### src/rtl/denormalize_stream.sv
// denormalize_stream: rescales serial normalized coefficients by 2^SHIFT with
// saturation to IN_W bits and packs them into ping-pong buffered 4x4 blocks.
// Ports:
//   clk, rst_n (async, active low), clr (sync discard)
//   s_valid/s_ready/s_data : serial coefficient input, raster order
//   m_valid/m_ready/m_block/m_sat : 4x4 block output with saturation flag
module denormalize_stream #(
   parameter int IN_W  = 24,
   parameter int OUT_W = 16,
   parameter int SHIFT = 14
) (
   input  logic                   clk,
   input  logic                   rst_n,
   input  logic                   clr,
   input  logic                   s_valid,
   output logic                   s_ready,
   input  logic signed [OUT_W-1:0] s_data,
   output logic                   m_valid,
   input  logic                   m_ready,
   output logic signed [IN_W-1:0] m_block [0:3][0:3],
   output logic                   m_sat
);

   localparam int PW = OUT_W + SHIFT;

   localparam logic signed [IN_W-1:0] MAX_V =
      {1'b0, {(IN_W-1){1'b1}}};
   localparam logic signed [IN_W-1:0] MIN_V =
      {1'b1, {(IN_W-1){1'b0}}};

   logic signed [PW-1:0]    wide;
   logic [PW-IN_W:0]        top;
   logic                    ovf;
   logic signed [IN_W-1:0]  scaled;

   logic [1:0]              full;
   logic [1:0]              sat;
   logic                    wr_sel;
   logic                    rd_sel;
   logic [3:0]              wr_cnt;
   logic                    wr;
   logic                    rd;

   logic signed [IN_W-1:0]  mem [0:1][0:3][0:3];

   assign wide = {s_data, {SHIFT{1'b0}}};

   // Value fits in IN_W bits only when every bit from the IN_W sign
   // position upward agrees.
   assign top = wide[PW-1:IN_W-1];
   assign ovf = !((&top) || !(|top));

   assign scaled = ovf ? (wide[PW-1] ? MIN_V : MAX_V)
                       : wide[IN_W-1:0];

   assign s_ready = !full[wr_sel];
   assign m_valid = full[rd_sel];
   assign m_sat   = full[rd_sel] & sat[rd_sel];

   assign wr = s_valid && s_ready;
   assign rd = m_valid && m_ready;

   always_comb begin
      for (int r = 0; r < 4; r++) begin
         for (int c = 0; c < 4; c++) begin
            m_block[r][c] = mem[rd_sel][r][c];
         end
      end
   end

   always_ff @(posedge clk or negedge rst_n) begin
      if (!rst_n) begin
         full   <= 2'b00;
         sat    <= 2'b00;
         wr_sel <= 1'b0;
         rd_sel <= 1'b0;
         wr_cnt <= 4'd0;
      end else if (clr) begin
         full   <= 2'b00;
         sat    <= 2'b00;
         wr_sel <= 1'b0;
         rd_sel <= 1'b0;
         wr_cnt <= 4'd0;
      end else begin
         if (wr) begin
            wr_cnt <= wr_cnt + 4'd1;
            // first sample of a block restarts the sticky flag
            sat[wr_sel] <= (wr_cnt == 4'd0) ? ovf
                                            : (sat[wr_sel] | ovf);
            if (wr_cnt == 4'd15) begin
               full[wr_sel] <= 1'b1;
               wr_sel       <= ~wr_sel;
            end
         end
         // a draining buffer is FULL and a filling one is FREE,
         // so these never touch the same full bit
         if (rd) begin
            full[rd_sel] <= 1'b0;
            rd_sel       <= ~rd_sel;
         end
      end
   end

   always_ff @(posedge clk or negedge rst_n) begin
      if (!rst_n) begin
         for (int b = 0; b < 2; b++) begin
            for (int r = 0; r < 4; r++) begin
               for (int c = 0; c < 4; c++) begin
                  mem[b][r][c] <= '0;
               end
            end
         end
      end else if (wr && !clr) begin
         mem[wr_sel][wr_cnt[3:2]][wr_cnt[1:0]] <= scaled;
      end
   end

endmodule
### config.mk
export PLATFORM = sky130hd
export DESIGN_NAME = denormalize_stream
export DESIGN_NICKNAME = d
export VERILOG_FILES = /design/src/rtl/denormalize_stream.sv
export SDC_FILE = /design/constraint.sdc
export NUM_CORES = 1
export LEC_CHECK = 0
export ABC_AREA = 1
export ABC_CLOCK_PERIOD_IN_PS = 2100
export CAP_MARGIN = 20
export CORE_UTILIZATION = 46
export DETAILED_ROUTE_END_ITERATION = 8
export PLACE_DENSITY_LB_ADDON = 0.25
export SLEW_MARGIN = 20
export SYNTH_ARGS = -nofsm -noshare
export SYNTH_HDL_FRONTEND = slang
export SYNTH_SLANG_ARGS = --single-unit
### constraint.sdc
create_clock -name clk -period 2.1 [get_ports clk]
set_input_delay 0.42 -clock clk [delete_from_list [all_inputs] [get_ports clk]]
set_output_delay 0.42 -clock clk [all_outputs]
set_load 0.05 [all_outputs]
* Yosys cells after proc, flatten, opt, wreduce, memory -nomap -nowiden *
Cells that the tools add are included.

cells by class
  $add $sub $neg = 1
  order comparisons = 11
  eq/ne operators = 1
  mux-type cells = 40
  bitwise operators = 11
  reduce and logical (&&, ||, !) cells = 20

operators by type and width
  kind                   count
  $mux W384              4
  $bwmux W768            1
  $demux W384 S1         1
  $demux W96 S2          1
  $mux W96               1
  $mux W24               3
  $demux W24 S2          1
  $mux W1                16
  $mux W2                7
  $logic_and A1 B1 Y1    8
  $mux W4                2
  $reduce_and A7 Y1      1
  $reduce_or A7 Y1       1
  $ge A3 B3 Y1 const B   2
  $lt A3 B1 Y1 const B   2
  $not A2 Y3             2
  $reduce_bool A2 Y1     3
  $add A4 B1 Y4 const B  1
  $eq A4 B4 Y1 const B   1
  $ge A2 B2 Y1 const B   2
  $logic_not A1 Y1       4
  $logic_not A4 Y1       1
  $lt A1 B2 Y1 const B   2
  $not A1 Y2             2
  12 further kinds       15

word-level totals
  flip-flop bits (word level) = 778
  output and inout port bits = 387
  word-level logic and storage cells = 121

* Depth between registers and ports, before layout *
  depth after elaboration = 11
  mapped depth = 10

* Worst setup path after synthesis *
Ideal clock, no wire load.

  path type = reg-to-output
  start point = register rd_sel
  end point = output m_block[100] in the netlist's numbering
  arrival = 2.974 ns
  slack = -1.294 ns
  stages on the path, launching flop included = 5
  buffers on the path = 3
  path through = dfrtp_1 clkbuf_1 clkbuf_1 o21ai_0 buf_4

RTL lines
  item                    RTL line  RTL
  start, declared         39        logic rd_sel;
  start signal, assigned  99        rd_sel <= ~rd_sel;
  end, declared           20        output logic signed [IN_W-1:0] m_block [0:3][0:3],

==> impl_metrics.tcl <==
set metrics [dict create \
    cts.htree.levels 2 \
    cts_tree "yes" \
    fill_cells 2528 \
    dieArea_mm2 0.0406 \
    fin_crit_ps 2370 \
    irDropWorstVdd_v 0.000510 \
    synth_top_area_share 0.494 \
    grt_max_degree 69 \
    syn_avg_cell_area_um2 7.50 \
    timing.final.hold_violations 0 \
    netlist_instances 2443 \
    ys_seq_elements 362 \
    grt_pass1_wl_um 95100 \
    diodes 0 \
    fin_skew_ps 10.2 \
    power_leakage_uw 0.0150 \
    drt.antenna.violating_nets 0 \
    io_pins 408 \
    route.met2.wl_um 31200 \
    io_buffers 407 \
    area_growth_syn_to_layout_pct 58.6 \
    root_buffer "clkbuf_16" \
    path_delay_family "buffers and inverters" \
    routedLengthMet1_um 22400 \
    antenna_found_initial 0 \
    synth-edff-count 0 \
    drive_above_1_share 0.304 \
    worstHoldPathType "in -> async" \
    yosysTopAreaCell "dfrtp_1" \
    slew_viol_final 0 \
    syn-num-nets 2468 \
    fmax_mhz 421 \
    clk_path_buf_depth 3 \
    top_layer "met4" \
    path_buf_inv 5 \
    outcome "complete, but fails checks" \
    viasPerCell 5.27 \
    ys_warn_count 0 \
    async_flop_share 1.00 \
    fin_nets 2751 \
    yosysMostFrequentCell "nand2_1" \
    worst_path_largest_cell_delay_ps 590 \
    rows 72 \
    wire_per_inst_um 18.7 \
    grt_setup_unrepaired "yes" \
    syn_area_mm2 0.0183 \
    drtIter0Drc 1661 \
    firstDrtPassIters 7 \
    grt_pass1_vias 17100 \
    fin_ws_ps -275 \
    slowest_stage "dfrtp_4" \
    wl_met3_um 5460 \
    worst-slew-pin-transition_ps 508 \
    gp_congestion 0.881 \
    crit_arrival_ps 1950 \
    ys_top_cells_by_count "nand2_1, dfrtp_1, buf_4" \
    grt_overflow 0 \
    initial_core_util 0.470 \
    endpoint_kind "output port" \
    place_ws_ps -154 \
    cts_made_buffers 39 \
    worstSetupStartpointType "flop" \
    cts_sinks 362 \
    power_per_cell_area_mw_per_mm2 745 \
    cp_max_fo 8 \
    dpl.hpwl_um 39500 \
    max-cap-violations 0 \
    slew_headroom 0.661 \
    ys_types 30 \
    synth.area.top_cells "dfrtp_1, nand2_1, buf_4, o21ai_0, buf_2" \
    track_usage 0.295 \
    setup_viol 390 \
    synth-main-ff-cell "dfrtp_1" \
    path_common_cell "buf_12" \
    core_area_mm2 0.0390 \
    criticalPathCategory "reg -> out" \
    fin_util 0.745 \
    path_cells "inv_12 -> buf_12 -> buf_12 -> buf_16 -> nand2_2 -> nand2_4 -> buf_12" \
    wirelength_um 61300 \
    clkTransAtPathRegs_ps 60 \
    die_y_um 202 \
    num_vias 17200 \
    violations "setup timing" \
    cp_data_required_time_ps 1680 \
    fin_crit_sh 1.13 \
    insertion_delay_ps 530 \
    hold_ws_ps 448 \
    drc_errors 0 \
    seq_area_frac_synth 0.494 \
    fp.dieW_um 202 \
]
==> what timing repair did <==
action,in CTS,in global routing
hold buffers,1,0
hold endpoints to repair,43,0
gates resized for setup,133,98
setup buffers,11,8
pin swaps,11,27
setup endpoints to repair,385,407
cloned,12,6
==> final timing paths <==
| check | cells past startpoint | slack (ps) | to | start |
|---|---|---|---|---|
| worst max register to register | 8 | -10 | mem[757] | wr_cnt[0] |
| worst min-delay path | 2 | 450 | mem[62] | rst_n |
| min in group clk | 2 | 480 | mem[373] | mem[373] |
| max in group asynchronous | 3 | 860 | mem[161] | rst_n |
| worst max-delay path | 7 | -270 | m_block[143] | rd_sel |
| worst min register to register | 2 | 480 | mem[373] | mem[373] |
==> layer usage <==
layer  vias up  GRT usage
li1       7774          -
met1      8251      0.372
met2      1010      0.508
met3       187     0.0504
met4         0      0.112
met5         -          0
==> flip-flops by register name (all words and copies together), names as in the netlist <==
signal,cells
rd_sel,1
mem,352
wr_cnt,4
full,2
sat,2
wr_sel,1
==> cell usage in the layout (no fill, tap or decap), types with 2 or more instances in the layout <==
master           instances
buf_4                   85
nand2_1               1319
dfrtp_1                361
nand2_4                 47
ha_1                     4
buf_16                   9
nor2_1                  45
clkbuf_8                 4
buf_6                    9
clkinv_2                10
clkinvlp_4               2
clkinv_1                 7
nand3_1                  3
o21ai_4                 10
nand2_2                107
inv_2                   20
nor2_8                   2
a21oi_1                  2
nor3_4                   2
clkbuf_16               46
o21ai_0                 94
o21ai_1                 27
nand2_8                 14
nor2_4                   3
nor3_1                   2
buf_12                 436
buf_8                    7
o21ai_2                 13
clkdlybuf4s50_1         19
bufinv_16                3
inv_1                   25
clkbuf_1                 6
==> cells by family after synthesis <==
family | after synthesis | synth area share
flops | 362 | 0.494
compound gates | 146 | 0.0432
fa+ha+maj | 4 | 0.00273
buf+inv | 388 | 0.133
simple gates | 1543 | 0.327
==> area by class of cell <==
class	count	area (um2)	share of cell area
inverters	54	218	0.00749
flip-flops and latches	362	9060	0.312
clock inverters	17	173	0.00594
well taps	518	648	0.0223
multi-input cells	1698	7710	0.265
repair buffers	571	10100	0.349
clock buffers	51	1100	0.0380
==> metrics by stage <==
| stage | TNS (ps) | total power (uW) | cells | area (um2) |
|---|---|---|---|---|
| 6_report | -79800 | 21600 | 3271 | 29100 |
| 5_1_grt | -97030 | 22200 | 3271 | 29100 |
| 4_1_cts | -78830 | 21600 | 3259 | 28600 |
| 3_5_place_dp | -27600 | 14600 | 3167 | 26400 |
| 3_3_place_gp | -12770 | 14500 | 3167 | 26400 |
| 2_1_floorplan | -2010 | 11200 | 2443 | 18500 |
==> power breakdown <==
| group | switching (uW) | total (uW) | internal (uW) |
|---|---|---|---|
| registers | 183 | 7460 | 7270 |
| logic | 4120 | 7260 | 3140 |
| clock network | 2850 | 6930 | 4080 |
| total | 7150 | 21600 | 14500 |
(Power assumes the default switching activity.)
